===== src/rtl/branch_ctrl_pkg.sv =====
// Shared encodings for the branch/jump sequencer and its condition mux.
package branch_ctrl_pkg;

    localparam int unsigned MODE_W = 2;

    typedef enum logic [MODE_W-1:0] {
        MODE_COND  = 2'b00,
        MODE_UNCON = 2'b01,
        MODE_ABS   = 2'b10,
        MODE_RSVD  = 2'b11
    } mode_e;

    typedef enum logic [2:0] {
        ST_IDLE   = 3'd0,
        ST_EVAL   = 3'd1,
        ST_ADJ    = 3'd2,
        ST_FIX    = 3'd3,
        ST_ABS_HI = 3'd4,
        ST_ABS_LD = 3'd5
    } state_e;

endpackage


===== src/rtl/branch_ctrl_if.sv =====
// Decoder <-> branch sequencer request/response bundle.
interface branch_ctrl_if
    import branch_ctrl_pkg::*;
#(
    parameter int unsigned ADDR_W = 16,
    parameter int unsigned PAGE_W = 8,
    parameter int unsigned NFLAGS = 8,
    parameter int unsigned SEL_W  = (NFLAGS > 1) ? $clog2(NFLAGS) : 1
);
    logic              start;
    mode_e             mode;
    logic [SEL_W-1:0]  cond_sel;
    logic              cond_val;
    logic [NFLAGS-1:0] status;
    logic [ADDR_W-1:0] pc_in;
    logic [PAGE_W-1:0] operand;
    logic              op_valid;

    logic              busy;
    logic              pc_load;
    logic [ADDR_W-1:0] pc_next;
    logic              done;
    logic              taken;
    logic              page_cross;

    modport master (
        output start, mode, cond_sel, cond_val, status, pc_in, operand, op_valid,
        input  busy, pc_load, pc_next, done, taken, page_cross
    );

    modport slave (
        input  start, mode, cond_sel, cond_val, status, pc_in, operand, op_valid,
        output busy, pc_load, pc_next, done, taken, page_cross
    );
endinterface


===== src/rtl/branch_cond.sv =====
// Flag select plus mode qualification; shared with the decoder skip logic.
module branch_cond
    import branch_ctrl_pkg::*;
#(
    parameter int unsigned NFLAGS = 8,
    parameter int unsigned SEL_W  = (NFLAGS > 1) ? $clog2(NFLAGS) : 1
) (
    input  mode_e             mode,
    input  logic [SEL_W-1:0]  sel,
    input  logic              val,
    input  logic [NFLAGS-1:0] status,
    output logic              cond_c
);
    always_comb begin
        cond_c = 1'b0;
        unique case (mode)
            MODE_COND:           cond_c = (status[sel] == val);
            MODE_UNCON, MODE_ABS: cond_c = 1'b1;
            default:             cond_c = 1'b0;
        endcase
    end
endmodule


===== src/rtl/branch_ctrl.sv =====
// Branch/jump sequencer: evaluates the condition, computes the target and
// issues a single-cycle PC load, with an extra cycle on relative page cross.
module branch_ctrl
    import branch_ctrl_pkg::*;
#(
    parameter int unsigned ADDR_W = 16,
    parameter int unsigned PAGE_W = 8,
    parameter int unsigned NFLAGS = 8
) (
    input  logic         clk,
    input  logic         rst,
    branch_ctrl_if.slave bus
);
    localparam int unsigned SEL_W = (NFLAGS > 1) ? $clog2(NFLAGS) : 1;

    state_e            state;
    mode_e             mode_q;
    logic              cond_q;
    logic [ADDR_W-1:0] pc_q;
    logic [PAGE_W-1:0] lo_q;

    logic              cond_c;
    logic [ADDR_W-1:0] target_c;
    logic              cross_c;

    branch_cond #(.NFLAGS(NFLAGS), .SEL_W(SEL_W)) u_cond (
        .mode   (bus.mode),
        .sel    (bus.cond_sel),
        .val    (bus.cond_val),
        .status (bus.status),
        .cond_c (cond_c)
    );

    // Relative target wraps modulo 2^ADDR_W; page is everything above the offset bits.
    assign target_c = pc_q + ADDR_W'($signed(lo_q));
    assign cross_c  = (target_c[ADDR_W-1:PAGE_W] != pc_q[ADDR_W-1:PAGE_W]);

    // Outputs are registered as the Moore outputs of the state being entered.
    always_ff @(posedge clk or posedge rst) begin
        if (rst) begin
            state          <= ST_IDLE;
            mode_q         <= MODE_COND;
            cond_q         <= 1'b0;
            pc_q           <= '0;
            lo_q           <= '0;
            bus.busy       <= 1'b0;
            bus.pc_load    <= 1'b0;
            bus.pc_next    <= '0;
            bus.done       <= 1'b0;
            bus.taken      <= 1'b0;
            bus.page_cross <= 1'b0;
        end else begin
            bus.pc_load    <= 1'b0;
            bus.done       <= 1'b0;
            bus.taken      <= 1'b0;
            bus.page_cross <= 1'b0;
            unique case (state)
                ST_IDLE: begin
                    if (bus.start) begin
                        mode_q   <= bus.mode;
                        cond_q   <= cond_c;
                        pc_q     <= bus.pc_in;
                        lo_q     <= bus.operand;
                        bus.busy <= 1'b1;
                        bus.done <= ~cond_c;
                        state    <= ST_EVAL;
                    end
                end
                ST_EVAL: begin
                    if (!cond_q) begin
                        bus.busy <= 1'b0;
                        state    <= ST_IDLE;
                    end else if (mode_q == MODE_ABS) begin
                        state <= ST_ABS_HI;
                    end else begin
                        state <= ST_ADJ;
                        if (!cross_c) begin
                            bus.pc_load <= 1'b1;
                            bus.pc_next <= target_c;
                            bus.done    <= 1'b1;
                            bus.taken   <= 1'b1;
                        end
                    end
                end
                ST_ADJ: begin
                    if (cross_c) begin
                        bus.pc_load    <= 1'b1;
                        bus.pc_next    <= target_c;
                        bus.done       <= 1'b1;
                        bus.taken      <= 1'b1;
                        bus.page_cross <= 1'b1;
                        state          <= ST_FIX;
                    end else begin
                        bus.busy <= 1'b0;
                        state    <= ST_IDLE;
                    end
                end
                ST_ABS_HI: begin
                    if (bus.op_valid) begin
                        bus.pc_load <= 1'b1;
                        bus.pc_next <= ADDR_W'({bus.operand, lo_q});
                        bus.done    <= 1'b1;
                        bus.taken   <= 1'b1;
                        state       <= ST_ABS_LD;
                    end
                end
                ST_FIX, ST_ABS_LD: begin
                    bus.busy <= 1'b0;
                    state    <= ST_IDLE;
                end
                default: begin
                    bus.busy <= 1'b0;
                    state    <= ST_IDLE;
                end
            endcase
        end
    end
endmodule


===== src/flat_wrapper.sv =====
// flat-port wrapper written by rule: the top's interface ports become plain ports
module branch_ctrl_flat import branch_ctrl_pkg::*;
#(
    parameter int unsigned ADDR_W = 16,
    parameter int unsigned PAGE_W = 8,
    parameter int unsigned NFLAGS = 8
)
  (clk, rst, bus_start, bus_mode, bus_cond_sel, bus_cond_val, bus_status, bus_pc_in, bus_operand, bus_op_valid, bus_busy, bus_pc_load, bus_pc_next, bus_done, bus_taken, bus_page_cross);
  branch_ctrl_if #(.ADDR_W(ADDR_W), .PAGE_W(PAGE_W), .NFLAGS(NFLAGS)) bus_i ();
  input  logic clk;
  input  logic rst;
  input wire logic [$bits(bus_i.start)-1:0] bus_start;
  input wire logic [$bits(bus_i.mode)-1:0] bus_mode;
  input wire logic [$bits(bus_i.cond_sel)-1:0] bus_cond_sel;
  input wire logic [$bits(bus_i.cond_val)-1:0] bus_cond_val;
  input wire logic [$bits(bus_i.status)-1:0] bus_status;
  input wire logic [$bits(bus_i.pc_in)-1:0] bus_pc_in;
  input wire logic [$bits(bus_i.operand)-1:0] bus_operand;
  input wire logic [$bits(bus_i.op_valid)-1:0] bus_op_valid;
  output wire logic [$bits(bus_i.busy)-1:0] bus_busy;
  output wire logic [$bits(bus_i.pc_load)-1:0] bus_pc_load;
  output wire logic [$bits(bus_i.pc_next)-1:0] bus_pc_next;
  output wire logic [$bits(bus_i.done)-1:0] bus_done;
  output wire logic [$bits(bus_i.taken)-1:0] bus_taken;
  output wire logic [$bits(bus_i.page_cross)-1:0] bus_page_cross;
  assign bus_i.start = bus_start;
  assign bus_i.mode = bus_mode;
  assign bus_i.cond_sel = bus_cond_sel;
  assign bus_i.cond_val = bus_cond_val;
  assign bus_i.status = bus_status;
  assign bus_i.pc_in = bus_pc_in;
  assign bus_i.operand = bus_operand;
  assign bus_i.op_valid = bus_op_valid;
  assign bus_busy = bus_i.busy;
  assign bus_pc_load = bus_i.pc_load;
  assign bus_pc_next = bus_i.pc_next;
  assign bus_done = bus_i.done;
  assign bus_taken = bus_i.taken;
  assign bus_page_cross = bus_i.page_cross;
  branch_ctrl #(.ADDR_W(ADDR_W), .PAGE_W(PAGE_W), .NFLAGS(NFLAGS)) u_core (.clk(clk), .rst(rst), .bus(bus_i));
endmodule

===== config.mk =====
export PLATFORM = sky130hd
export DESIGN_NAME = branch_ctrl_flat
export DESIGN_NICKNAME = d
export VERILOG_FILES = /design/src/rtl/branch_ctrl_pkg.sv /design/src/rtl/branch_ctrl_if.sv /design/src/rtl/branch_cond.sv /design/src/rtl/branch_ctrl.sv /design/src/flat_wrapper.sv
export SDC_FILE = /design/constraint.sdc
export NUM_CORES = 1
export LEC_CHECK = 0
export BUFFER_PORTS_ARGS = -buffer_cell sky130_fd_sc_hd__clkbuf_2
export CAP_MARGIN = 25
export CORE_ASPECT_RATIO = 1.2
export CORE_MARGIN = 2
export CORE_UTILIZATION = 45
export CTS_BUF_LIST = sky130_fd_sc_hd__clkbuf_2
export CTS_CLUSTER_SIZE = 16
export DETAILED_ROUTE_END_ITERATION = 8
export GPL_TIMING_DRIVEN = 0
export PLACE_DENSITY = 0.67
export SLEW_MARGIN = 20
export SYNTH_ARGS = -nofsm -noshare
export SYNTH_HDL_FRONTEND = slang
export SYNTH_HIERARCHICAL = 1
export SYNTH_SLANG_ARGS = --single-unit

===== constraint.sdc =====
create_clock -name clk -period 8.1 [get_ports clk]
set_input_delay 0.405 -clock clk [delete_from_list [all_inputs] [get_ports clk]]
set_output_delay 0.405 -clock clk [all_outputs]
set_load 0.01 [all_outputs]

==> key figures <==
Timing
  – Final setup vio count: 0
  – Worst slew margin: 0.4787
  – RSZ-0062 raised after global routing: false
  – Final max-slew violation count: 0
  – FMAX: about 250 MHz
  – Fin. Hold Viols: 0
  – TNS Setup: 0 ns
  – Final Skew: approximately 0.019 ns
  – Worst-Margin Slew: between 0.7 and 0.8 ns
  – Period minus WS final: slightly below 4 ns
  – Tcrit/Tclk final: 0.4904

Detailed routing
  – Routed vias/inst: 5.429
  – Initial detailed-routing violation count: roughly 120
  – DR WL/cell: between 10 and 15 um
  – Total Wirelength: about 7 mm
  – ANT nets after route: 0
  – DR vias: 2,568
  – Pre-Repair DR Iteration Count: 4
  – DR DRC count: 0

Setup path
  – Crit. End Element: flip-flop
  – Worst stage delay on the critical path: 0.45 ns
  – CP Max Fanout: 10
  – Reg2reg end: u_core/bus.pc_next[3]
  – Startpoint Class: flip-flop
  – Worst Path Arrival: between 4 and 5 ns
  – Worst r2r src: u_core/pc_q[0]
  – Critical Path, Cell by Cell: ha_1, fa_1, a21o_1, a221oi_2, o211ai_1, xor2_1, xnor2_1, nand3_1, o31a_1, a31oi_4, buf_12, mux2_4
  – Crit path required time: 8.45 ns
  – Kind of critical path: flip-flop to flip-flop
  – CP delay by family, top: compound AO/OA/AOI/OAI gates
  – Critical path's slowest cell: dfrtp_1
  – Worst reg2reg path depth: 12
  – Worst path bufs/invs: 1
  – FF-to-FF setup slack: between 4 and 5 ns

Final layout
  – P&R area growth vs syn: 15.26%
  – Fillers: 684
  – Diode count: 0
  – Multi-input gate area: 1874 um^2
  – Sequential cell area: between 1000 and 1500 um^2
  – Layout cells sized above 1: 0.3577
  – Nets@finish: around 440

Floorplanning
  – # IOs: 63
  – Core area: ~7000 um^2
  – Starting Density: 0.4576
  – Rows: 34
  – Die ar.: 7969 um^2
  – Die width: 81.83 um
  – Die H: between 90 and 100 um

Global routing
  – Overflow after GRT: 0
  – Vias in the first global route: 2,551
  – Initial antenna violation count: 0
  – Largest net degree at the start of global routing: 30
  – First-pass GRT wire length: 11.67 mm
  – Gr usage total: 0.1865

Synth
  – Mapped Cells: between 300 and 400
  – Number of synthesized flops with an enable pin: 0
  – Post-synth top flop: dfrtp_1
  – Post-Syn Area: roughly 3300 um^2
  – Yosys cell types: just over 60
  – Post-synthesis sequential area ratio: 0.3826
  – Synth async-reset ratio: 1.000
  – Syn. warnings: 6
  – Syn nets: around 370
  – FF+latch count, synth: 50
  – Average size of a mapped cell: approximately 11 um^2

Min path
  – Hold Path Origin: bus_pc_in[15]
  – Hold Path Class: input port to flip-flop
  – Hold Path Depth: 3
  – Endpoint of the worst hold path: u_core/pc_q[15]

Clock tree
  – CTS Buf Count: 5
  – Worst-Skew Late Latency: around 0.43 ns
  – Reg clk slew, reported paths: 0.26 ns
  – TritonCTS clock tree: built
  – Sink Count: 50
  – Clock Root Buffer: clkbuf_2
  – CTS H-Tree Depth: 2
  – Clock tree buffer depth: 2
  – Post-CTS resize count: 0

Outcome
  – Status: completed

Placed design
  – Detailed Place HPWL: approximately 5.6 mm
  – Port Buf Inserts: slightly above 60
  – GPL Wtd Cong: 0.8783

Flow run
  – Max Cap Viol: 0
[metal layers]
metal,track usage,part of all wire,vias up
li1,-,-,1274
met1,0.2434,0.44,1217
met5,0,0,-
met3,0.02788,0.048,13
met4,0.06154,0.022,0
met2,0.3108,0.49,64
[registers in the layout, summed over array words and instances, names as in the netlist]
register               count
u_core/bus.taken           1
u_core/bus.busy            1
u_core/lo_q                8
u_core/cond_q              1
u_core/mode_q              2
u_core/bus.page_cross      1
u_core/bus.done            1
u_core/bus.pc_next        16
u_core/pc_q               16
u_core/state               3
[cells in the mapped netlist, types with 3 or more instances]
cell type	n	share of area
nand2_1	36	0.041
mux2_4	8	0.037
o31ai_1	3	0.0069
o21ai_0	14	0.021
nor2_1	12	0.014
a21o_1	6	0.014
ha_1	17	0.065
nor3_1	9	0.014
dfrtp_1	50	0.38
inv_1	13	0.015
nand3b_1	4	0.0092
nand2b_1	4	0.0076
a21oi_1	18	0.028
mux2_2	33	0.11
nand3_1	6	0.0092
xor2_1	7	0.019
clkbuf_1	7	0.0080
xnor2_1	9	0.024
[per-stage QoR]
step | hold slack [ns] | util | instance area, um^2 | instances | setup WS (ns)
after global routing | 0.1271 | 0.5275 | 3770 | 473 | 3.927
after detailed placement | 0.4415 | 0.5203 | 3719 | 464 | 4.150
final | 0.1546 | 0.5275 | 3770 | 473 | 4.128
after CTS | 0.1151 | 0.5275 | 3770 | 473 | 4.108
after global placement | 0.4865 | 0.5168 | 3694 | 463 | 4.184
after floorplan | 0.4625 | - | 3271 | 311 | 4.695
[worst register-to-register path: stages (launching register included)]
cell and delay (ns):
dfrtp_1 0.45, ha_1 0.24, fa_1 0.42, a21o_1 0.24
a221oi_2 0.45, o211ai_1 0.20, xor2_1 0.23, xnor2_1 0.17
nand3_1 0.15, o31a_1 0.39, a31oi_4 0.45, buf_12 0.21
mux2_4 0.31
[cells in the final DEF (no fill, tap or decap), types with 3 or more instances in the layout]
cell,instances
a21o_1,6
a21oi_1,18
clkbuf_1,7
clkbuf_2,68
dfrtp_1,50
ha_1,17
inv_1,12
mux2_2,33
mux2_4,8
nand2_1,36
nand2b_1,4
nand3_1,6
nand3b_1,4
nor2_1,12
nor3_1,8
o21ai_0,14
o31ai_1,3
xnor2_1,9
xor2_1,7
[final cells by class]
| cell class | count | area share |
|---|---|---|
| multi-input cells | 234 | 0.4972 |
| flip-flops and latches | 50 | 0.3319 |
| repair buffers | 64 | 0.09028 |
| well taps | 90 | 0.02987 |
| plain buffers | 14 | 0.02688 |
| inverters | 13 | 0.01294 |
| clock buffers | 5 | 0.006638 |
| clock inverters | 3 | 0.004315 |
[how the worst max path moves through the flow]
stage,slack (ns),from,to,cells past startpoint
2_1_floorplan,4.70,u_core/pc_q[0],u_core/bus.pc_next[0],12
3_3_place_gp,4.18,u_core/pc_q[0],u_core/bus.pc_next[7],12
3_5_place_dp,4.15,u_core/pc_q[0],u_core/bus.pc_next[4],12
4_1_cts,4.11,u_core/pc_q[0],u_core/bus.pc_next[4],12
5_1_grt,3.93,u_core/pc_q[0],u_core/bus.pc_next[4],12
6_report,4.13,u_core/pc_q[0],u_core/bus.pc_next[3],12
[cells by family (layout without fill, tap and decap cells)]
family,Yosys count,in the layout,share of synthesized area
buf+inv,27,99,0.04591
mux,45,45,0.1725
fa+ha+maj,18,18,0.07115
flops,50,50,0.3826
simple gates,86,86,0.1282
compound gates,69,69,0.1568
xor+xnor,16,16,0.04285
[repair_timing]
| action | 4_1_cts | 5_1_grt |
|---|---|---|
| setup buffers | 0 | 0 |
| endpoints found under the hold margin | 21 | 0 |
| hold buffers | 1 | 0 |
Power is not shown: default switching activity piles up to over one toggle a cycle in this logic, so the estimate is an artifact.
